$ cat config.mk
export PLATFORM = sky130hd
export DESIGN_NAME = macload_csr_regs
export DESIGN_NICKNAME = d
export VERILOG_FILES = /design/src/rtl/macload_csr_regs.sv
export SDC_FILE = /design/constraint.sdc
export NUM_CORES = 1
export LEC_CHECK = 0
export ABC_AREA = 1
export CAP_MARGIN = 20
export CORE_MARGIN = 3
export CORE_UTILIZATION = 45
export DETAILED_ROUTE_END_ITERATION = 7
export DONT_BUFFER_PORTS = 1
export GPL_TIMING_DRIVEN = 0
export PLACE_DENSITY = 0.59
export SLEW_MARGIN = 20
export SYNTH_ARGS = -nofsm -noshare
export SYNTH_HDL_FRONTEND = slang
export SYNTH_SLANG_ARGS = --single-unit
$ cat constraint.sdc
create_clock -name clk_i -period 4.1 [get_ports clk_i]
set_input_delay 0.82 -clock clk_i [delete_from_list [all_inputs] [get_ports clk_i]]
set_output_delay 0.82 -clock clk_i [all_outputs]
set_load 0.02 [all_outputs]
$ cat src/rtl/macload_csr_regs.sv
// macload_csr_regs: CSR bank for the MAC-load address generator.
// Holds activation/weight address, stride, rollback and skip registers, plus
// read-only counts of controller address updates. Software wins any same-cycle
// collision with the controller; software writes to address/skip registers
// pulse an active-low counter-reset strobe toward the controller.
module macload_csr_regs #(
  parameter logic [11:0] BASE_ADDR = 12'h7D0
) (
  input  logic        clk_i,
  input  logic        rst_i,
  input  logic        sw_access_i,
  input  logic [11:0] sw_addr_i,
  input  logic [1:0]  sw_op_i,
  input  logic [31:0] sw_wdata_i,
  output logic [31:0] sw_rdata_o,
  output logic        sw_hit_o,
  input  logic [1:0]  hw_op_i,
  input  logic [11:0] hw_addr_i,
  input  logic [31:0] hw_wdata_i,
  output logic [31:0] a_address_o,
  output logic [31:0] w_address_o,
  output logic [31:0] a_stride_o,
  output logic [31:0] w_stride_o,
  output logic [31:0] a_rollback_o,
  output logic [31:0] w_rollback_o,
  output logic [31:0] a_skip_o,
  output logic [31:0] w_skip_o,
  output logic        csr_a_rstn_o,
  output logic        csr_w_rstn_o
);

  localparam logic [1:0] OP_NONE  = 2'd0;
  localparam logic [1:0] OP_WRITE = 2'd1;
  localparam logic [1:0] OP_SET   = 2'd2;
  localparam logic [1:0] OP_CLEAR = 2'd3;

  localparam logic [11:0] OFF_A_ADDR = 12'd0;
  localparam logic [11:0] OFF_W_ADDR = 12'd1;
  localparam logic [11:0] OFF_A_SKIP = 12'd6;
  localparam logic [11:0] OFF_W_SKIP = 12'd7;
  localparam logic [11:0] OFF_A_CNT  = 12'd8;
  localparam logic [11:0] OFF_W_CNT  = 12'd9;
  localparam logic [11:0] NUM_REGS   = 12'd10;

  // Offsets 0..7 are the writable registers; counts are kept separately.
  logic [31:0] csr_q [0:7];
  logic [31:0] a_cnt_q;
  logic [31:0] w_cnt_q;
  logic        a_rstn_q;
  logic        w_rstn_q;

  logic [11:0] sw_off;
  logic [11:0] hw_off;
  logic        sw_active;
  logic        sw_wr_en;
  logic [31:0] sw_cur;
  logic [31:0] sw_new;
  logic        hw_valid;
  logic        hw_a_en;
  logic        hw_w_en;
  logic        a_strobe;
  logic        w_strobe;

  // Offsets wrap modulo 4096, so addresses below BASE_ADDR land far out of range.
  assign sw_off    = sw_addr_i - BASE_ADDR;
  assign hw_off    = hw_addr_i - BASE_ADDR;
  assign sw_hit_o  = (sw_off < NUM_REGS);
  assign sw_active = sw_access_i && sw_hit_o && (sw_op_i != OP_NONE);
  assign sw_wr_en  = sw_active && (sw_off < OFF_A_CNT);

  // Read mux returns the pre-update value; out of range reads return 0.
  always_comb begin
    sw_cur = '0;
    if (sw_off < OFF_A_CNT)
      sw_cur = csr_q[sw_off[2:0]];
    else if (sw_off == OFF_A_CNT)
      sw_cur = a_cnt_q;
    else if (sw_off == OFF_W_CNT)
      sw_cur = w_cnt_q;
  end

  assign sw_rdata_o = sw_cur;

  // Software read-modify-write operand.
  always_comb begin
    sw_new = sw_cur;
    case (sw_op_i)
      OP_WRITE: sw_new = sw_wdata_i;
      OP_SET:   sw_new = sw_cur | sw_wdata_i;
      OP_CLEAR: sw_new = sw_cur & ~sw_wdata_i;
      default:  sw_new = sw_cur;
    endcase
  end

  // Controller updates only the two address registers and yields to software.
  assign hw_valid = (hw_op_i == OP_WRITE);
  assign hw_a_en  = hw_valid && (hw_off == OFF_A_ADDR) && !(sw_active && sw_off == OFF_A_ADDR);
  assign hw_w_en  = hw_valid && (hw_off == OFF_W_ADDR) && !(sw_active && sw_off == OFF_W_ADDR);

  assign a_strobe = sw_active && ((sw_off == OFF_A_ADDR) || (sw_off == OFF_A_SKIP));
  assign w_strobe = sw_active && ((sw_off == OFF_W_ADDR) || (sw_off == OFF_W_SKIP));

  // Register bank, update counters and counter-reset strobes.
  always_ff @(posedge clk_i) begin
    if (rst_i) begin
      for (int i = 0; i < 8; i++) csr_q[i] <= '0;
      a_cnt_q  <= '0;
      w_cnt_q  <= '0;
      a_rstn_q <= 1'b0;
      w_rstn_q <= 1'b0;
    end else begin
      if (sw_wr_en) csr_q[sw_off[2:0]] <= sw_new;
      if (hw_a_en) begin
        csr_q[0] <= hw_wdata_i;
        a_cnt_q  <= a_cnt_q + 32'd1;
      end
      if (hw_w_en) begin
        csr_q[1] <= hw_wdata_i;
        w_cnt_q  <= w_cnt_q + 32'd1;
      end
      a_rstn_q <= !a_strobe;
      w_rstn_q <= !w_strobe;
    end
  end

  assign a_address_o  = csr_q[0];
  assign w_address_o  = csr_q[1];
  assign a_stride_o   = csr_q[2];
  assign w_stride_o   = csr_q[3];
  assign a_rollback_o = csr_q[4];
  assign w_rollback_o = csr_q[5];
  assign a_skip_o     = csr_q[6];
  assign w_skip_o     = csr_q[7];
  assign csr_a_rstn_o = a_rstn_q;
  assign csr_w_rstn_o = w_rstn_q;

endmodule

==> flow_metrics.py <==
metrics = {
    "status": {
        "status": "complete, no violations",
    },
    "cells_and_area": {
        "drive_above_1_share_pct": 8.692,
        "fin_nets": 2486,
        "area_growth_pct": 11.25,
        "final_cell_mix": "886 x nand2_1, 256 x edfxtp_1, 200 x a21oi_1",
        "diodes": 0,
        "final_common_cell": "nand2_1",
    },
    "synthesis": {
        "synthSimpleGateAreaFrac_pct": 34.16,
        "synth_mux_area_share_pct": 0,
        "syn_area_per_cell_sq_um": 7.781,
        "synth_adder_area_share_pct": 0.3439,
        "synth_compound_area_share_pct": 7.614,
        "yosys_register_bits": 322,
        "syn-num-nets": 2438,
        "ys_types": 38,
        "syn_inst": 2338,
        "synth_area_sq_um": 18190,
        "synthXorXnorAreaFrac_pct": 2.167,
        "netlist.area_leader.share_pct": 42.26,
        "ys_seq_area_share_pct": 49.52,
        "synth_area_leader_cell": "edfxtp_1",
        "ys_warn_count": 0,
        "synth_area_leaders": "edfxtp_1 42%, nand2_1 18%, dfxtp_1 7.3%",
        "synth_top_family_by_area": "simple AND/OR/NAND/NOR gates",
    },
    "power_and_ir_drop": {
        "switching_share_pct": 27.94,
        "ir_drop_mv": 0.3481,
        "clockPowerShare_pct": 42.8,
        "power.total_uw": 7924,
        "power.switching_uw": 2214,
        "p_per_area_nw_per_um2": 391.5,
        "internal-power_uw": 5710,
        "combPwrFrac_pct": 7.2,
        "power_leakage_uw": 0.007771,
        "seqPwrFrac_pct": 50.0,
    },
    "global_routing": {
        "grt_pass1_vias": 16691,
        "gr-total-overflow": 0,
        "gr-usage-all-layers_pct": 35.76,
        "antenna_found_initial": 1,
        "grt_pass1_wl_mm": 114.5,
        "grt_max_degree": 33,
    },
    "timing": {
        "worst_pin_slew_ns": 1.076,
        "slew_viol_final": 0,
        "fin_skew_ns": 0.03102,
        "finalCritPeriodShare_pct": 97.69,
        "setup_viol": 0,
        "min_period_ns": 4.005,
        "maxSlewHeadroom_pct": 28.29,
        "final_hold_viol_count": 0,
        "whs_ns": 0.4303,
        "clock.fmax_mhz": 249.7,
    },
    "setup_path": {
        "worstReg2RegEnd": "a_cnt_q[29]",
        "cp-start-kind": "input port",
        "setup.worst_path.class": "input port to output port",
        "startpoint": "sw_addr_i[1]",
        "worstReg2RegStart": "a_cnt_q[10]",
        "crit_end": "sw_rdata_o[4]",
        "worstPathRequired_ns": 3.28,
        "worstPathArrival_ns": 3.19,
        "cp-end-kind": "output port",
        "rrSetupSlack_ns": 1.77,
        "worst-r2r-cell-count": 9,
        "path_max_fanout": 10,
    },
    "cts": {
        "cts_tree": "yes",
        "cts_root_buffer": "clkbuf_16",
        "cts.sinks": 322,
        "clk_latency_ns": 0.57,
        "htree_levels": 2,
        "path_clk_slew_ns": 0.06,
        "numCtsBuffers": 39,
        "clockBufferDepth": 3,
    },
    "placed_design": {
        "numPortBuffers": 0,
        "dp_hpwl_mm": 59.37,
        "place_congestion": 0.9753,
    },
    "job": {
        "maxCapViolCount": 0,
    },
    "routing": {
        "drc": 0,
        "wl_met1_mm": 29.82,
        "drtIter0Drc": 2138,
        "wl_met3_mm": 10.33,
        "wl_per_cell_microns": 27.27,
        "vias_per_cell": 6.078,
        "top_layer": "met4",
        "detail-route-antenna-nets": 0,
        "wirelength_mm": 80.21,
        "vias": 17874,
        "wl_met2_mm": 36.94,
        "dr.pass1.iters": 6,
    },
    "die": {
        "die_h_microns": 207.1,
        "ios": 386,
        "row_count": 73,
        "coreArea_sq_um": 39820,
        "fp.dieW_microns": 207.1,
        "start_util_pct": 45.68,
        "dieArea_sq_um": 42870,
    },
    "min_path": {
        "hold_path.class": "input port to register",
    },
}
-- per-stage QoR --
stage               TNS (ns)  instances  utilization (%)  area [sq um]  setup slack (ns)
floorplan                  0       2338                -         18190            0.4173
global placement     -296.10       2863            47.33         18850            -1.651
detailed placement    -12.72       2868            47.69         18990           -0.2882
CTS                        0       2939            50.76         20210         0.0002141
global route        -0.01172       2941            50.82         20240         -0.006729
finish                     0       2941            50.82         20240           0.09465
-- power groups by stage --
stage	clock (uW)	sequential [uW]	combinational, uW
after floorplan	0	3960	337
after CTS	3390	3960	551
after global placement	0	4030	527
final	3390	3960	569
after detailed placement	0	4030	549
after global routing	3510	3970	608
-- worst min-delay path by stage --
stage	from	slack (ns)	to	cells past startpoint
2_1_floorplan	a_cnt_q[16]	0.45	a_cnt_q[16]	2
3_3_place_gp	a_cnt_q[29]	0.47	a_cnt_q[29]	2
3_5_place_dp	a_cnt_q[29]	0.48	a_cnt_q[29]	2
4_1_cts	hw_wdata_i[19]	0.42	csr_q[0][19]	2
5_1_grt	hw_wdata_i[13]	0.43	csr_q[0][13]	2
6_report	hw_wdata_i[13]	0.43	csr_q[0][13]	2
-- routing by layer --
metal | vias to the layer above | GRT usage [%]
met4 | 0 | 13.72
met5 | - | 0
met1 | 8547 | 44.54
met3 | 200 | 12.45
met2 | 1159 | 57.49
li1 | 7968 | -
-- worst max-delay path, cell delays in order --
cell and delay (ns):
inv_2 0.18, nand2_1 0.11, inv_1 0.08, buf_2 0.38, clkbuf_1 0.64, nand2_1 0.11
nand4_1 0.18, nand2_1 0.07, nand2_1 0.08, inv_1 0.07, o21ai_1 0.44
-- final cells by class --
class	instances	area [sq um]
Timing Repair Buffer	7	115.1
Inverter	137	519.2
Tap cell	525	656.9
Buffer	127	608.1
Multi-Input combinational cell	1752	8113
Sequential cell	322	9009
Clock inverter	22	141.4
Clock buffer	49	1076
Fill cell	3950	19590
-- registers in the layout (all words and copies together) (netlist names) --
signal and count:
a_cnt_q 32, csr_a_rstn_o 1, csr_q 256, csr_w_rstn_o 1, w_cnt_q 32
-- synthesized netlist by cell type (all sizes together) --
library cell  instances
a21oi               200
and3                  3
buf                  79
clkbuf               48
clkinv                1
dfxtp                66
edfxtp              256
ha                    5
inv                 136
nand2               918
nand3               195
nand3b                1
nand4               106
nor2                160
nor3                 32
nor3b                 1
nor4                 18
o211ai               10
o21ai                54
o21bai                2
o41ai                 1
or2                   1
xnor2                10
xor2                 35
-- repair_timing --
item / 4_1_cts / 5_1_grt
setup buffers: 0 / 2
resized for setup: 7 / 7
hold buffers: 0 / 0
setup endpoints to repair: 5 / 21
pin swaps: 0 / 1
endpoints found under the hold margin: 0 / 0
-- cell families (layout without fill, tap and decap cells) --
kind of cell	count (synthesis)	in the layout
and+or+nand+nor	1435	1435
DFF	322	322
AOI/OAI and AO/OA	267	267
adders and majority gates	5	5
buffers and inverters	264	342
xor gates and xnor gates	45	45
No activity file was read; power rests on OpenSTA's default activity.
